--- src/rtl/sent_slow_msg_sched.sv ---
// SENT slow-channel message scheduler: holds NUM_SLOTS serial messages, picks the
// next pending slot round-robin and hands it to the TX block with valid/ack, then waits for done.
module sent_slow_msg_sched #(
  parameter int unsigned NUM_SLOTS = 4,
  parameter int unsigned SLOT_W    = 2
) (
  input  logic                 clk_tx,
  input  logic                 reset_n_tx,
  input  logic                 enable_i,
  input  logic                 cfg_we_i,
  input  logic [SLOT_W-1:0]    cfg_slot_i,
  input  logic [7:0]           cfg_id_i,
  input  logic [15:0]          cfg_data_i,
  input  logic                 cfg_format_i,
  input  logic                 cfg_config_bit_i,
  input  logic                 cfg_oneshot_i,
  input  logic                 cfg_en_i,
  output logic                 msg_valid_o,
  input  logic                 msg_ack_i,
  input  logic                 msg_done_i,
  output logic [7:0]           id_o,
  output logic [15:0]          data_o,
  output logic                 channel_format_o,
  output logic                 config_bit_o,
  output logic [SLOT_W-1:0]    slot_o,
  output logic [NUM_SLOTS-1:0] slot_en_o,
  output logic [15:0]          msg_count_o,
  output logic                 busy_o
);

  typedef enum logic [1:0] {
    ST_IDLE,
    ST_SELECT,
    ST_OFFER,
    ST_WAIT_DONE
  } state_t;

  state_t                r_state;
  state_t                w_state_nxt;

  logic [7:0]            r_id   [NUM_SLOTS];
  logic [15:0]           r_data [NUM_SLOTS];
  logic [NUM_SLOTS-1:0]  r_fmt;
  logic [NUM_SLOTS-1:0]  r_cfg;
  logic [NUM_SLOTS-1:0]  r_os;
  logic [NUM_SLOTS-1:0]  r_en;
  logic [SLOT_W-1:0]     r_ptr;

  logic                  r_valid;
  logic                  r_busy;
  logic [7:0]            r_id_o;
  logic [15:0]           r_data_o;
  logic                  r_fmt_o;
  logic                  r_cfg_o;
  logic [SLOT_W-1:0]     r_slot;
  logic [15:0]           r_count;

  logic                  w_found;
  logic [SLOT_W-1:0]     w_sel;
  logic                  w_latch;
  logic                  w_ack_take;
  logic                  w_done_take;
  logic [7:0]            w_id_m;
  logic [15:0]           w_data_m;
  logic                  w_cfg_m;

  function automatic logic [SLOT_W-1:0] rr_idx(input logic [SLOT_W-1:0] base,
                                                input int unsigned      off);
    int unsigned sum;
    sum = (32'(base) + off) % NUM_SLOTS;
    return SLOT_W'(sum);
  endfunction

  // First enabled slot after the pointer, wrapping back to the pointer itself last
  always_comb begin
    w_found = 1'b0;
    w_sel   = r_ptr;
    for (int unsigned i = 1; i <= NUM_SLOTS; i++) begin
      if (!w_found && r_en[rr_idx(r_ptr, i)]) begin
        w_found = 1'b1;
        w_sel   = rr_idx(r_ptr, i);
      end
    end
  end

  // Field masking by channel format, applied when the slot is latched
  always_comb begin
    w_id_m   = {4'b0, r_id[w_sel][3:0]};
    w_data_m = {8'b0, r_data[w_sel][7:0]};
    w_cfg_m  = 1'b0;
    if (r_fmt[w_sel]) begin
      if (r_cfg[w_sel]) begin
        w_id_m   = {4'b0, r_id[w_sel][3:0]};
        w_data_m = r_data[w_sel];
        w_cfg_m  = 1'b1;
      end else begin
        w_id_m   = r_id[w_sel];
        w_data_m = {4'b0, r_data[w_sel][11:0]};
      end
    end
  end

  always_ff @(posedge clk_tx or negedge reset_n_tx) begin
    if (!reset_n_tx) r_state <= ST_IDLE;
    else             r_state <= w_state_nxt;
  end

  always_comb begin
    w_state_nxt = r_state;
    w_latch     = 1'b0;
    w_ack_take  = 1'b0;
    w_done_take = 1'b0;
    unique case (r_state)
      ST_IDLE: begin
        if (enable_i && (r_en != '0)) w_state_nxt = ST_SELECT;
      end
      ST_SELECT: begin
        if (w_found) begin
          w_latch     = 1'b1;
          w_state_nxt = ST_OFFER;
        end else begin
          w_state_nxt = ST_IDLE;
        end
      end
      ST_OFFER: begin
        if (msg_ack_i) begin
          w_ack_take  = 1'b1;
          w_state_nxt = ST_WAIT_DONE;
        end else if (!enable_i) begin
          w_state_nxt = ST_IDLE;
        end
      end
      ST_WAIT_DONE: begin
        if (msg_done_i) begin
          w_done_take = 1'b1;
          w_state_nxt = enable_i ? ST_SELECT : ST_IDLE;
        end
      end
      default: w_state_nxt = ST_IDLE;
    endcase
  end

  // Slot storage; a write in the ack cycle overrides the one-shot auto-disable
  always_ff @(posedge clk_tx or negedge reset_n_tx) begin
    if (!reset_n_tx) begin
      for (int unsigned i = 0; i < NUM_SLOTS; i++) begin
        r_id[i]   <= '0;
        r_data[i] <= '0;
      end
      r_fmt <= '0;
      r_cfg <= '0;
      r_os  <= '0;
      r_en  <= '0;
    end else begin
      if (w_ack_take && r_os[r_slot]) r_en[r_slot] <= 1'b0;
      for (int unsigned i = 0; i < NUM_SLOTS; i++) begin
        if (cfg_we_i && (cfg_slot_i == SLOT_W'(i))) begin
          r_id[i]   <= cfg_id_i;
          r_data[i] <= cfg_data_i;
          r_fmt[i]  <= cfg_format_i;
          r_cfg[i]  <= cfg_config_bit_i;
          r_os[i]   <= cfg_oneshot_i;
          r_en[i]   <= cfg_en_i;
        end
      end
    end
  end

  always_ff @(posedge clk_tx or negedge reset_n_tx) begin
    if (!reset_n_tx) begin
      r_valid  <= 1'b0;
      r_busy   <= 1'b0;
      r_id_o   <= '0;
      r_data_o <= '0;
      r_fmt_o  <= 1'b0;
      r_cfg_o  <= 1'b0;
      r_slot   <= '0;
      r_ptr    <= '0;
      r_count  <= '0;
    end else begin
      r_valid <= (w_state_nxt == ST_OFFER);
      r_busy  <= (w_state_nxt == ST_OFFER) || (w_state_nxt == ST_WAIT_DONE);
      if (w_latch) begin
        r_slot   <= w_sel;
        r_id_o   <= w_id_m;
        r_data_o <= w_data_m;
        r_fmt_o  <= r_fmt[w_sel];
        r_cfg_o  <= w_cfg_m;
      end
      if (w_ack_take)  r_ptr   <= r_slot;
      if (w_done_take) r_count <= r_count + 16'd1;
    end
  end

  assign msg_valid_o      = r_valid;
  assign busy_o           = r_busy;
  assign id_o             = r_id_o;
  assign data_o           = r_data_o;
  assign channel_format_o = r_fmt_o;
  assign config_bit_o     = r_cfg_o;
  assign slot_o           = r_slot;
  assign slot_en_o        = r_en;
  assign msg_count_o      = r_count;

endmodule

--- config.mk ---
export PLATFORM = sky130hd
export DESIGN_NAME = sent_slow_msg_sched
export DESIGN_NICKNAME = d
export VERILOG_FILES = /design/src/rtl/sent_slow_msg_sched.sv
export SDC_FILE = /design/constraint.sdc
export NUM_CORES = 1
export LEC_CHECK = 0
export ABC_AREA = 1
export CORE_UTILIZATION = 45
export DETAILED_ROUTE_END_ITERATION = 6
export GPL_ROUTABILITY_DRIVEN = 0
export PLACE_DENSITY = 0.73
export SYNTH_ARGS = -nofsm -noshare
export SYNTH_HDL_FRONTEND = slang
export SYNTH_SLANG_ARGS = --single-unit
--- constraint.sdc ---
create_clock -name clk_tx -period 2.55 [get_ports clk_tx]
set_clock_uncertainty 0.15 [all_clocks]
set_input_delay 0.51 -clock clk_tx [delete_from_list [all_inputs] [get_ports clk_tx]]
set_output_delay 0.51 -clock clk_tx [all_outputs]
set_load 0.03 [all_outputs]
==> results.py, run 1 <==
metrics = {
    "outcome": {
        "outcome": "finished, final reports clean",
    },
    "logic_synthesis": {
        "synth_top_area_share_pct": 55.3,
        "synth_xor_area_share_pct": 1.80,
        "synth_fa_ha_area_share_pct": 0.172,
        "synthCells": 861,
        "syn-cell-area_sq_mm": 0.00728,
        "synthSimpleGateAreaFrac_pct": 26.5,
        "synth_top_cell_by_area": "dfrtp_1",
        "synth_nets": 898,
        "synthMuxAreaShare_pct": 0.155,
        "synth_warnings": 0,
        "synth_top_family_by_area": "simple AND/OR/NAND/NOR gates",
        "ys_types": 37,
        "avgSynthCellArea_sq_um": 8.46,
        "synthTopCellsByArea": "dfrtp_1 55%, nand2_1 17%, o21ai_0 8.0%",
        "synth_compound_area_share_pct": 10.1,
        "ys_seq_elements": 161,
        "yosysSeqAreaShare_pct": 55.3,
    },
    "timing": {
        "slew_headroom_pct": 71.0,
        "rsz0062_at_grt": "no",
        "finalHoldViolations": 0,
        "maxSlewViolCount": 0,
        "tns_ns": 0,
        "fin_crit_sh_pct": 92.5,
        "hold-worst-slack_ns": 0.326,
        "setup_viol": 0,
        "fmax_mhz": 424,
        "post-route-min-period_ns": 2.36,
        "fin_ws_ns": 0.192,
        "worst_slew_pin_slew_ns": 0.431,
    },
    "clock_tree": {
        "numCtsBuffers": 17,
        "cts_setup_buffers": 0,
        "clock_sinks": 161,
        "cts_tree": "done",
        "clk_path_buf_depth": 2,
        "clk_pin_slew_ns": 0.06,
        "h-tree-depth": 4,
        "insertion_delay_ns": 0.43,
        "cts-root-buf": "clkbuf_16",
    },
    "final_layout": {
        "final_nets": 984,
        "stdcell_area_sq_mm": 0.00903,
        "syn2layout_area_growth_pct": 23.9,
        "drive_gt1_share_pct": 9.91,
        "antenna_cells": 0,
        "final_core_util_pct": 57.0,
        "num-fill-cells": 1438,
    },
    "grt": {
        "grt_max_degree": 51,
        "grt_overflow": 0,
        "grt_pass1_wl_mm": 27.7,
        "track_usage_pct": 21.5,
        "grt_pass1_vias": 5641,
        "antenna_found_initial": 0,
    },
    "floorplanning": {
        "die_width_microns": 129,
        "row_count": 46,
        "start_util_pct": 46.0,
        "dieArea_sq_mm": 0.0167,
        "die-height_microns": 129,
        "ios": 86,
        "coreArea_sq_mm": 0.0158,
    },
    "drt": {
        "first_pass_iters": 5,
        "vias": 5916,
        "final_antenna_net_count": 0,
        "route.detailed.drc": 0,
        "drt_wl_total_mm": 16.6,
        "post_drt_wl_per_cell_microns": 14.1,
        "drtIter0Drc": 406,
        "routed_via_density": 5.03,
    },
    "placement": {
        "placed_area_sq_mm": 0.00845,
        "io_buffers": 85,
        "place_worst_setup_slack_ns": 0.0807,
        "hpwlAfterDp_mm": 10.8,
    },
    "power": {
        "powerDensity_mw_per_mm2": 1180,
        "ir_worst_vdd_uv": 820,
        "p_leak_nw": 4.39,
    },
    "job": {
        "max-cap-violations": 0,
    },
    "critical_path": {
        "ff2ff_setup_slack_ns": 0.19,
        "worstPathRequired_ns": 2.77,
        "crit_arrival_ns": 2.58,
        "path_class": "reg2reg",
        "worst_setup_path_end_kind": "flop",
        "cp_max_fo": 14,
        "startpoint_type": "flop",
    },
    "worst_hold_path": {
        "hold_class": "reg2reg",
    },
}
-- metrics by stage --
stage                     total power [mW]  cells
final                                 10.7   1175
after global routing                  11.4   1175
after CTS                             10.7   1175
after detailed placement              8.22   1143
after global placement                8.12   1143
after floorplan                       6.78    861
-- cell usage in the layout (no fill, tap or decap), types with 5 or more instances in the layout --
cell type        synthesis  final
xor2_1                  11     11
dfrtp_1                161    160
nand3_1                 69     65
nand2_1                338    338
inv_1                   46     46
clkdlybuf4s50_1          0     84
buf_4                    5     19
nand3_2                  1      5
buf_12                   0      6
nand2_2                 13     13
nor2_1                   5      5
clkbuf_16                0     17
clkinvlp_4               0      6
a21oi_1                  8      8
o21ai_1                 10     10
o21ai_0                117    117
-- cell type report --
class | instances | area, sq um | area share [%]
clock inverter | 14 | 143 | 1.58
tap | 216 | 270 | 2.99
clock buffer | 17 | 425 | 4.71
multi-input combinational | 607 | 2840 | 31.5
sequential | 161 | 4030 | 44.6
inverter | 49 | 191 | 2.12
timing repair buffer | 111 | 1120 | 12.5
-- power breakdown --
group          total, mW  leakage, nW  internal [mW]  switching, mW
registers           3.46         2.04           3.09          0.372
clock network       2.46        0.263           1.43           1.03
logic               4.75         2.09           1.71           3.04
-- logic make-up (layout without fill, tap and decap cells) --
group                    count (synthesis)  after routing
AND/OR/NAND/NOR                        449            449
flip-flops                             161            161
AO/OA/AOI/OAI                          141            141
buffers and inverters                   93            191
XOR/XNOR                                15             15
adder cells (fa/ha/maj)                  1              1
multiplexers                             1              1
-- registers in the layout, summed over array words and instances (netlist names) --
register,cells
r_data,64
slot_en_o,4
r_state,1
data_o,16
config_bit_o,1
r_cfg,4
busy_o,1
slot_o,2
msg_valid_o,1
channel_format_o,1
id_o,8
msg_count_o,16
r_id,32
r_fmt,4
r_os,4
r_ptr,2
-- synthesized netlist by cell type --
cell type  instances
dfrtp_1          161
nor3b_2            1
a31oi_1            1
nand3b_1           1
nand2_2           13
o21ai_0          117
inv_1             46
nand4_1            4
clkbuf_1          25
inv_6              1
xnor2_1            4
nor2_2             2
nor3_2             2
nand2_1          338
buf_4              5
ha_1               1
inv_2              1
a21oi_1            8
buf_2              3
or2_2              1
buf_1              3
nor2_1             5
mux2_2             1
nor2_4             1
nand3_4            1
xor2_1            11
nand3_1           69
nand2_4            4
nand3_2            1
buf_6              8
inv_4              1
nand2_8            1
a21oi_4            1
nor4_1             1
o311ai_0           4
nor3_1             4
o21ai_1           10
-- routing by layer --
layer	global-route usage, %	part of all wire (%)	up-vias
li1	-	-	2931
met1	29.4	47	2814
met2	34.4	47	150
met3	3.76	4.5	21
met4	7.82	1.5	0
met5	0	0	-
-- worst paths after layout --
kind | start | end | cells past startpoint
setup / recovery | r_ptr[0]$_DFFE_PN0P_ | data_o[11]$_DFFE_PN0P_ | 15
hold / removal | msg_count_o[15]$_DFFE_PN0P_ | msg_count_o[15]$_DFFE_PN0P_ | 1
setup reg to reg | r_ptr[0]$_DFFE_PN0P_ | data_o[11]$_DFFE_PN0P_ | 15
hold reg to reg | msg_count_o[15]$_DFFE_PN0P_ | msg_count_o[15]$_DFFE_PN0P_ | 1
max in group asynchronous | reset_n_tx | r_id[18]$_DFFE_PN0P_ | 3
min in group asynchronous | reset_n_tx | r_data[28]$_DFFE_PN0P_ | 2
-- worst max-delay path, stage by stage (launching register included) --
cell and delay [ns]:
dfrtp_2 0.51, inv_6 0.13, nand2_1 0.05, nand2_1 0.10, nand2_1 0.10, nand2_2 0.10, inv_4 0.07, nand2_4 0.08
nand2_4 0.08, nand2_4 0.18, nand2_1 0.10, nand2_1 0.09, nor2_2 0.05, nor2_4 0.27, o21ai_1 0.14, nand2_1 0.07
-- timing repair --
action,4_1_cts,5_1_grt
endpoints found under the setup margin,0,18
hold buffers,1,0
endpoints found under the hold margin,42,0
gates resized for setup,0,1
(Power assumes the default switching activity.)
==> inputs of run 2 (changes only) <==
--- a/config.mk
+++ b/config.mk
@@ -9,7 +9,7 @@
 export CORE_UTILIZATION = 45
 export DETAILED_ROUTE_END_ITERATION = 6
 export GPL_ROUTABILITY_DRIVEN = 0
-export PLACE_DENSITY = 0.73
+export PLACE_DENSITY = 0.66
 export SYNTH_ARGS = -nofsm -noshare
 export SYNTH_HDL_FRONTEND = slang
 export SYNTH_SLANG_ARGS = --single-unit
==> results.py, run 2 (synthesized netlist as in run 1, its figures left out) <==
metrics = {
    "outcome": {
        "outcome": "finished, final reports clean",
    },
    "worst_hold_path": {
        "hold_class": "reg2reg",
    },
    "critical_path": {
        "crit_arrival_ns": 2.50,
        "slowest_delay_ns": 0.48,
        "cp_max_fo": 9,
        "startpoint_type": "flop",
        "worst_setup_path_end_kind": "flop",
        "crit_path_cell_trace": "inv_6, nand2_1, nand2_1, nand2_2, nand2_4, nand2_8, nand2_2, nand2_2, nand2_1, nand2_2, nand3_1, nand2_1, nor2_4, nand3_1, nand2_1",
        "path_class": "reg2reg",
        "worstPathRequired_ns": 2.76,
        "slowest_stage": "dfrtp_2",
        "cpMostUsedCell": "nand2_1",
    },
    "final_layout": {
        "largest_reg_flops": 64,
        "registers.top_by_ff_count": "r_data",
        "drive_gt1_share_pct": 9.59,
        "antenna_cells": 0,
        "final_cell_mix": "337 x nand2_1, 160 x dfrtp_1, 117 x o21ai_0, 84 x clkdlybuf4s50_1, 65 x nand3_1",
        "stdcell_area_sq_mm": 0.00902,
        "syn2layout_area_growth_pct": 23.9,
        "top_regs": "r_data: 64 flops, r_id: 32 flops",
        "final_nets": 984,
        "final_common_cell": "nand2_1",
        "num-fill-cells": 1487,
    },
    "drt": {
        "wl_met1_mm": 8.04,
        "route.detailed.drc": 0,
        "drtIter0Drc": 486,
        "drt_wl_total_mm": 16.9,
        "dr_wl_met2_mm": 8.02,
        "routed_via_density": 5.07,
        "final_antenna_net_count": 0,
        "first_pass_iters": 5,
        "route.met3.wl_microns": 706,
        "highest_layer": "met4",
        "vias": 5952,
        "post_drt_wl_per_cell_microns": 14.4,
    },
    "clock_tree": {
        "cts-root-buf": "clkbuf_16",
        "clk_path_buf_depth": 2,
        "cts_tree": "done",
        "numCtsBuffers": 17,
        "clk_pin_slew_ns": 0.06,
        "clock_sinks": 161,
        "h-tree-depth": 4,
        "insertion_delay_ns": 0.42,
    },
    "power": {
        "swShare_pct": 41.6,
        "p_seq_share_pct": 32.6,
        "power.internal_mw": 6.21,
        "p_sw_mw": 4.42,
        "ir_worst_vdd_uv": 668,
        "powerDensity_mw_per_mm2": 1180,
        "p_leak_nw": 4.41,
        "p_clk_share_pct": 22.7,
        "p_comb_share_pct": 44.7,
    },
    "timing": {
        "worst_slew_pin_slew_ns": 0.621,
        "slew_headroom_pct": 58.3,
        "fin_crit_sh_pct": 89.7,
        "maxSlewViolCount": 0,
        "rsz0062_at_grt": "no",
        "finalHoldViolations": 0,
        "post-route-min-period_ns": 2.29,
        "setup_viol": 0,
        "fmax_mhz": 437,
        "tns_ns": 0,
    },
    "floorplanning": {
        "ios": 86,
        "start_util_pct": 46.0,
        "coreArea_sq_mm": 0.0158,
        "die-height_microns": 129,
        "row_count": 46,
        "dieArea_sq_mm": 0.0167,
        "die_width_microns": 129,
    },
    "placement": {
        "placed_area_sq_mm": 0.00845,
        "hpwlAfterDp_mm": 11.0,
        "io_buffers": 85,
    },
    "grt": {
        "grt_pass1_vias": 5602,
        "antenna_found_initial": 0,
        "grt_pass1_wl_mm": 28.2,
        "grt_max_degree": 54,
        "grt_overflow": 0,
        "track_usage_pct": 21.9,
    },
    "job": {
        "max-cap-violations": 0,
    },
}
[run 2: per-layer routing]
layer	vias up	GRT usage, %
met5	-	0
met4	0	5.47
met3	15	4.25
met2	136	35.0
met1	2861	30.6
li1	2940	-
[run 2: worst paths after layout]
check / from / to / slack (ns) / depth (start not counted)
min in group asynchronous: reset_n_tx / data_o[11]$_DFFE_PN0P_ / 0.46 / 2
min: data_o[12]$_DFFE_PN0P_ / data_o[12]$_DFFE_PN0P_ / 0.33 / 2
max in group asynchronous: reset_n_tx / data_o[6]$_DFFE_PN0P_ / 1.13 / 3
max: r_ptr[0]$_DFFE_PN0P_ / data_o[13]$_DFFE_PN0P_ / 0.26 / 15
max reg2reg: r_ptr[0]$_DFFE_PN0P_ / data_o[13]$_DFFE_PN0P_ / 0.26 / 15
min reg2reg: data_o[12]$_DFFE_PN0P_ / data_o[12]$_DFFE_PN0P_ / 0.33 / 2
[run 2: cell type report]
type                       count  area, sq um  area share [%]
clock buffer                  25          495            5.49
clock inverter                 6         55.1           0.610
inverter                      49          191            2.12
multi-input combinational    607         2840            31.5
sequential                   161         4030            44.7
tap                          216          270            3.00
timing repair buffer         111         1140            12.6
[run 2: power groups by stage]
| stage | sequential (mW) | combinational, mW | clock, mW |
|---|---|---|---|
| after global routing | 3.53 | 5.26 | 2.55 |
| after detailed placement | 3.50 | 4.74 | 0 |
| final | 3.46 | 4.76 | 2.41 |
| after floorplan | 3.85 | 2.93 | 0 |
| after CTS | 3.46 | 4.76 | 2.45 |
| after global placement | 3.50 | 4.69 | 0 |
[run 2: timing repair]
| item | CTS | global route |
|---|---|---|
| setup endpoints to repair | 0 | 16 |
| gates resized for setup | 0 | 2 |
| setup buffers | 0 | 1 |
| hold endpoints to repair | 49 | 0 |
| hold buffers | 1 | 0 |
[run 2: metrics by stage]
step | instances | setup WS, ns | util, % | total power, mW | hold slack, ns
6_report | 1175 | 0.262 | 57.0 | 10.6 | 0.328
5_1_grt | 1175 | 0.0824 | 57.0 | 11.3 | 0.353
4_1_cts | 1174 | 0.0915 | 56.9 | 10.7 | 0.331
3_5_place_dp | 1142 | 0.116 | 53.4 | 8.23 | 0.315
3_3_place_gp | 1142 | 0.139 | 53.4 | 8.19 | 0.311
2_1_floorplan | 861 | 0.506 | - | 6.78 | 0.0644
[run 2: critical path, delay by kind of cell (launching register included)]
kind	cells	cell delay, ns
buffers and inverters	1	0.12
DFF	1	0.48
and+or+nand+nor	14	1.44
==> inputs of run 3 (changes only) <==
--- a/config.mk
+++ b/config.mk
@@ -9,6 +9,7 @@
 export CORE_UTILIZATION = 45
 export DETAILED_ROUTE_END_ITERATION = 6
 export GPL_ROUTABILITY_DRIVEN = 0
+export HOLD_SLACK_MARGIN = 0.05
 export PLACE_DENSITY = 0.66
 export SYNTH_ARGS = -nofsm -noshare
 export SYNTH_HDL_FRONTEND = slang
==> constraint.sdc (replaced) <==
create_clock -name clk_tx -period 2.5 [get_ports clk_tx]
set_clock_uncertainty 0.15 [all_clocks]
set_input_delay 0.5 -clock clk_tx [delete_from_list [all_inputs] [get_ports clk_tx]]
set_output_delay 0.5 -clock clk_tx [all_outputs]
set_load 0.03 [all_outputs]
==> results.py, run 3 (synthesized netlist as in run 1, its figures left out) <==
metrics = {
    "clock_tree": {
        "cts-root-buf": "clkbuf_16",
        "clock_sinks": 161,
        "insertion_delay_ns": 0.42,
        "clk_path_buf_depth": 2,
        "cts_tree": "done",
        "clk_pin_slew_ns": 0.07,
        "numCtsBuffers": 17,
        "cts_setup_buffers": 0,
        "h-tree-depth": 4,
    },
    "final_layout": {
        "final_cell_mix": "337 x nand2_1, 160 x dfrtp_1, 117 x o21ai_0, 84 x clkdlybuf4s50_1, 65 x nand3_1",
        "syn2layout_area_growth_pct": 24.3,
        "final_core_util_pct": 57.2,
        "drive_gt1_share_pct": 10.0,
        "antenna_cells": 0,
        "final_common_cell": "nand2_1",
        "registers.top_by_ff_count": "r_data",
        "final_nets": 983,
        "top_regs": "r_data: 64 flops, r_id: 32 flops",
        "stdcell_area_sq_mm": 0.00905,
        "num-fill-cells": 1484,
        "largest_reg_flops": 64,
    },
    "critical_path": {
        "slowest_stage": "dfrtp_2",
        "cp_max_fo": 26,
        "startpoint_type": "flop",
        "worstPathRequired_ns": 2.72,
        "crit_arrival_ns": 2.49,
        "worstReg2RegEnd": "data_o[10]$_DFFE_PN0P_",
        "crit_path_cell_trace": "inv_6, nand2_1, nand2_2, nand2_1, nand2_2, inv_4, nand2_4, nand2_4, nand2_4, buf_4, nand2_1, a21oi_1, o21ai_1, nand2_1",
        "path_class": "reg2reg",
        "worst_setup_path_end_kind": "flop",
        "timing.rr.start": "r_ptr[0]$_DFFE_PN0P_",
        "cp_top_family": "simple AND/OR/NAND/NOR gates",
        "crit_buf_inv": 3,
        "r2r_cells": 14,
        "cpMostUsedCell": "nand2_1",
        "ff2ff_setup_slack_ns": 0.22,
        "slowest_delay_ns": 0.49,
    },
    "power": {
        "p_leak_nw": 4.41,
        "powerDensity_mw_per_mm2": 1200,
        "power.total_mw": 10.9,
        "ir_worst_vdd_uv": 575,
    },
    "drt": {
        "route.detailed.drc": 0,
        "routed_via_density": 5.02,
        "first_pass_iters": 5,
        "drt_wl_total_mm": 16.3,
        "final_antenna_net_count": 0,
        "drtIter0Drc": 356,
        "vias": 5900,
        "post_drt_wl_per_cell_microns": 13.9,
    },
    "worst_hold_path": {
        "worstHoldStart": "r_cfg[3]$_DFFE_PN0P_",
        "holdPathStages": 2,
        "holdPathEnd": "r_cfg[3]$_DFFE_PN0P_",
        "hold_class": "reg2reg",
    },
    "timing": {
        "rsz0062_at_grt": "no",
        "fin_crit_sh_pct": 91.0,
        "setup_viol": 0,
        "finalHoldViolations": 0,
        "tns_ns": 0,
        "fin_ws_ns": 0.224,
        "fmax_mhz": 439,
        "maxSlewViolCount": 0,
        "slew_headroom_pct": 59.0,
        "post-route-min-period_ns": 2.28,
        "worst_slew_pin_slew_ns": 0.612,
    },
    "placement": {
        "place_worst_setup_slack_ns": 0.132,
        "hpwlAfterDp_mm": 10.5,
        "io_buffers": 85,
        "placed_area_sq_mm": 0.00843,
    },
    "grt": {
        "grt_pass1_vias": 5380,
        "grt_overflow": 0,
        "grt_pass1_wl_mm": 26.6,
        "grt_max_degree": 57,
        "track_usage_pct": 20.6,
        "antenna_found_initial": 0,
    },
    "floorplanning": {
        "coreArea_sq_mm": 0.0158,
        "start_util_pct": 46.0,
        "ios": 86,
        "dieArea_sq_mm": 0.0167,
        "die-height_microns": 129,
        "die_width_microns": 129,
        "row_count": 46,
    },
    "outcome": {
        "outcome": "finished, final reports clean",
    },
    "job": {
        "max-cap-violations": 0,
    },
}
## run 3: how the worst max path moves through the flow
stage / depth (start not counted) / endpoint / start / slack (ns)
after floorplan: 10 / msg_count_o[15]$_DFFE_PN0P_ / busy_o$_DFF_PN0_ / 0.46
after global placement: 9 / msg_count_o[15]$_DFFE_PN0P_ / msg_done_i / 0.17
after detailed placement: 9 / msg_count_o[15]$_DFFE_PN0P_ / msg_done_i / 0.13
after CTS: 14 / data_o[10]$_DFFE_PN0P_ / r_ptr[0]$_DFFE_PN0P_ / 0.13
after global routing: 14 / data_o[10]$_DFFE_PN0P_ / r_ptr[0]$_DFFE_PN0P_ / 0.07
final: 14 / data_o[10]$_DFFE_PN0P_ / r_ptr[0]$_DFFE_PN0P_ / 0.22
## run 3: what timing repair did
| action | in CTS | in global routing |
|---|---|---|
| hold buffers | 1 | 0 |
| hold endpoints to repair | 45 | 0 |
| gates resized for setup | 0 | 3 |
| setup endpoints to repair | 0 | 13 |
## run 3: area by class of cell
type	count	area, sq um	share of cell area (%)
Tap cell	216	270	2.98
Sequential cell	161	4030	44.5
Multi-Input combinational cell	607	2840	31.4
Timing Repair Buffer	110	1110	12.2
Inverter	49	191	2.11
Clock inverter	15	185	2.05
Clock buffer	17	425	4.70
## run 3: power breakdown
group          switching (mW)  total [mW]  internal, mW
registers               0.362        3.51          3.15
clock network            1.08        2.66          1.58
logic                    3.08        4.73          1.65
total                    4.52        10.9          6.38
## run 3: layer usage
metal | routed length (microns) | share of wire, % | GRT usage [%]
met5 | 0 | 0 | 0
met1 | 7610 | 47 | 27.0
met2 | 7840 | 48 | 34.6
met4 | 244 | 1.5 | 6.85
met3 | 600 | 3.7 | 3.92
## run 3: through the flow
step,std cells,hold WS (ns)
floorplan,861,0.0544
finish,1175,0.328
detailed placement,1142,0.316
global placement,1142,0.313
CTS,1175,0.331
global route,1175,0.347
## run 3: worst reg2reg max path, stage by stage (launching register included)
cell and delay, ns:
dfrtp_2 0.49, inv_6 0.12, nand2_1 0.07, nand2_2 0.09, nand2_1 0.08, nand2_2 0.10, inv_4 0.07, nand2_4 0.08
nand2_4 0.08, nand2_4 0.12, buf_4 0.31, nand2_1 0.09, a21oi_1 0.18, o21ai_1 0.11, nand2_1 0.08
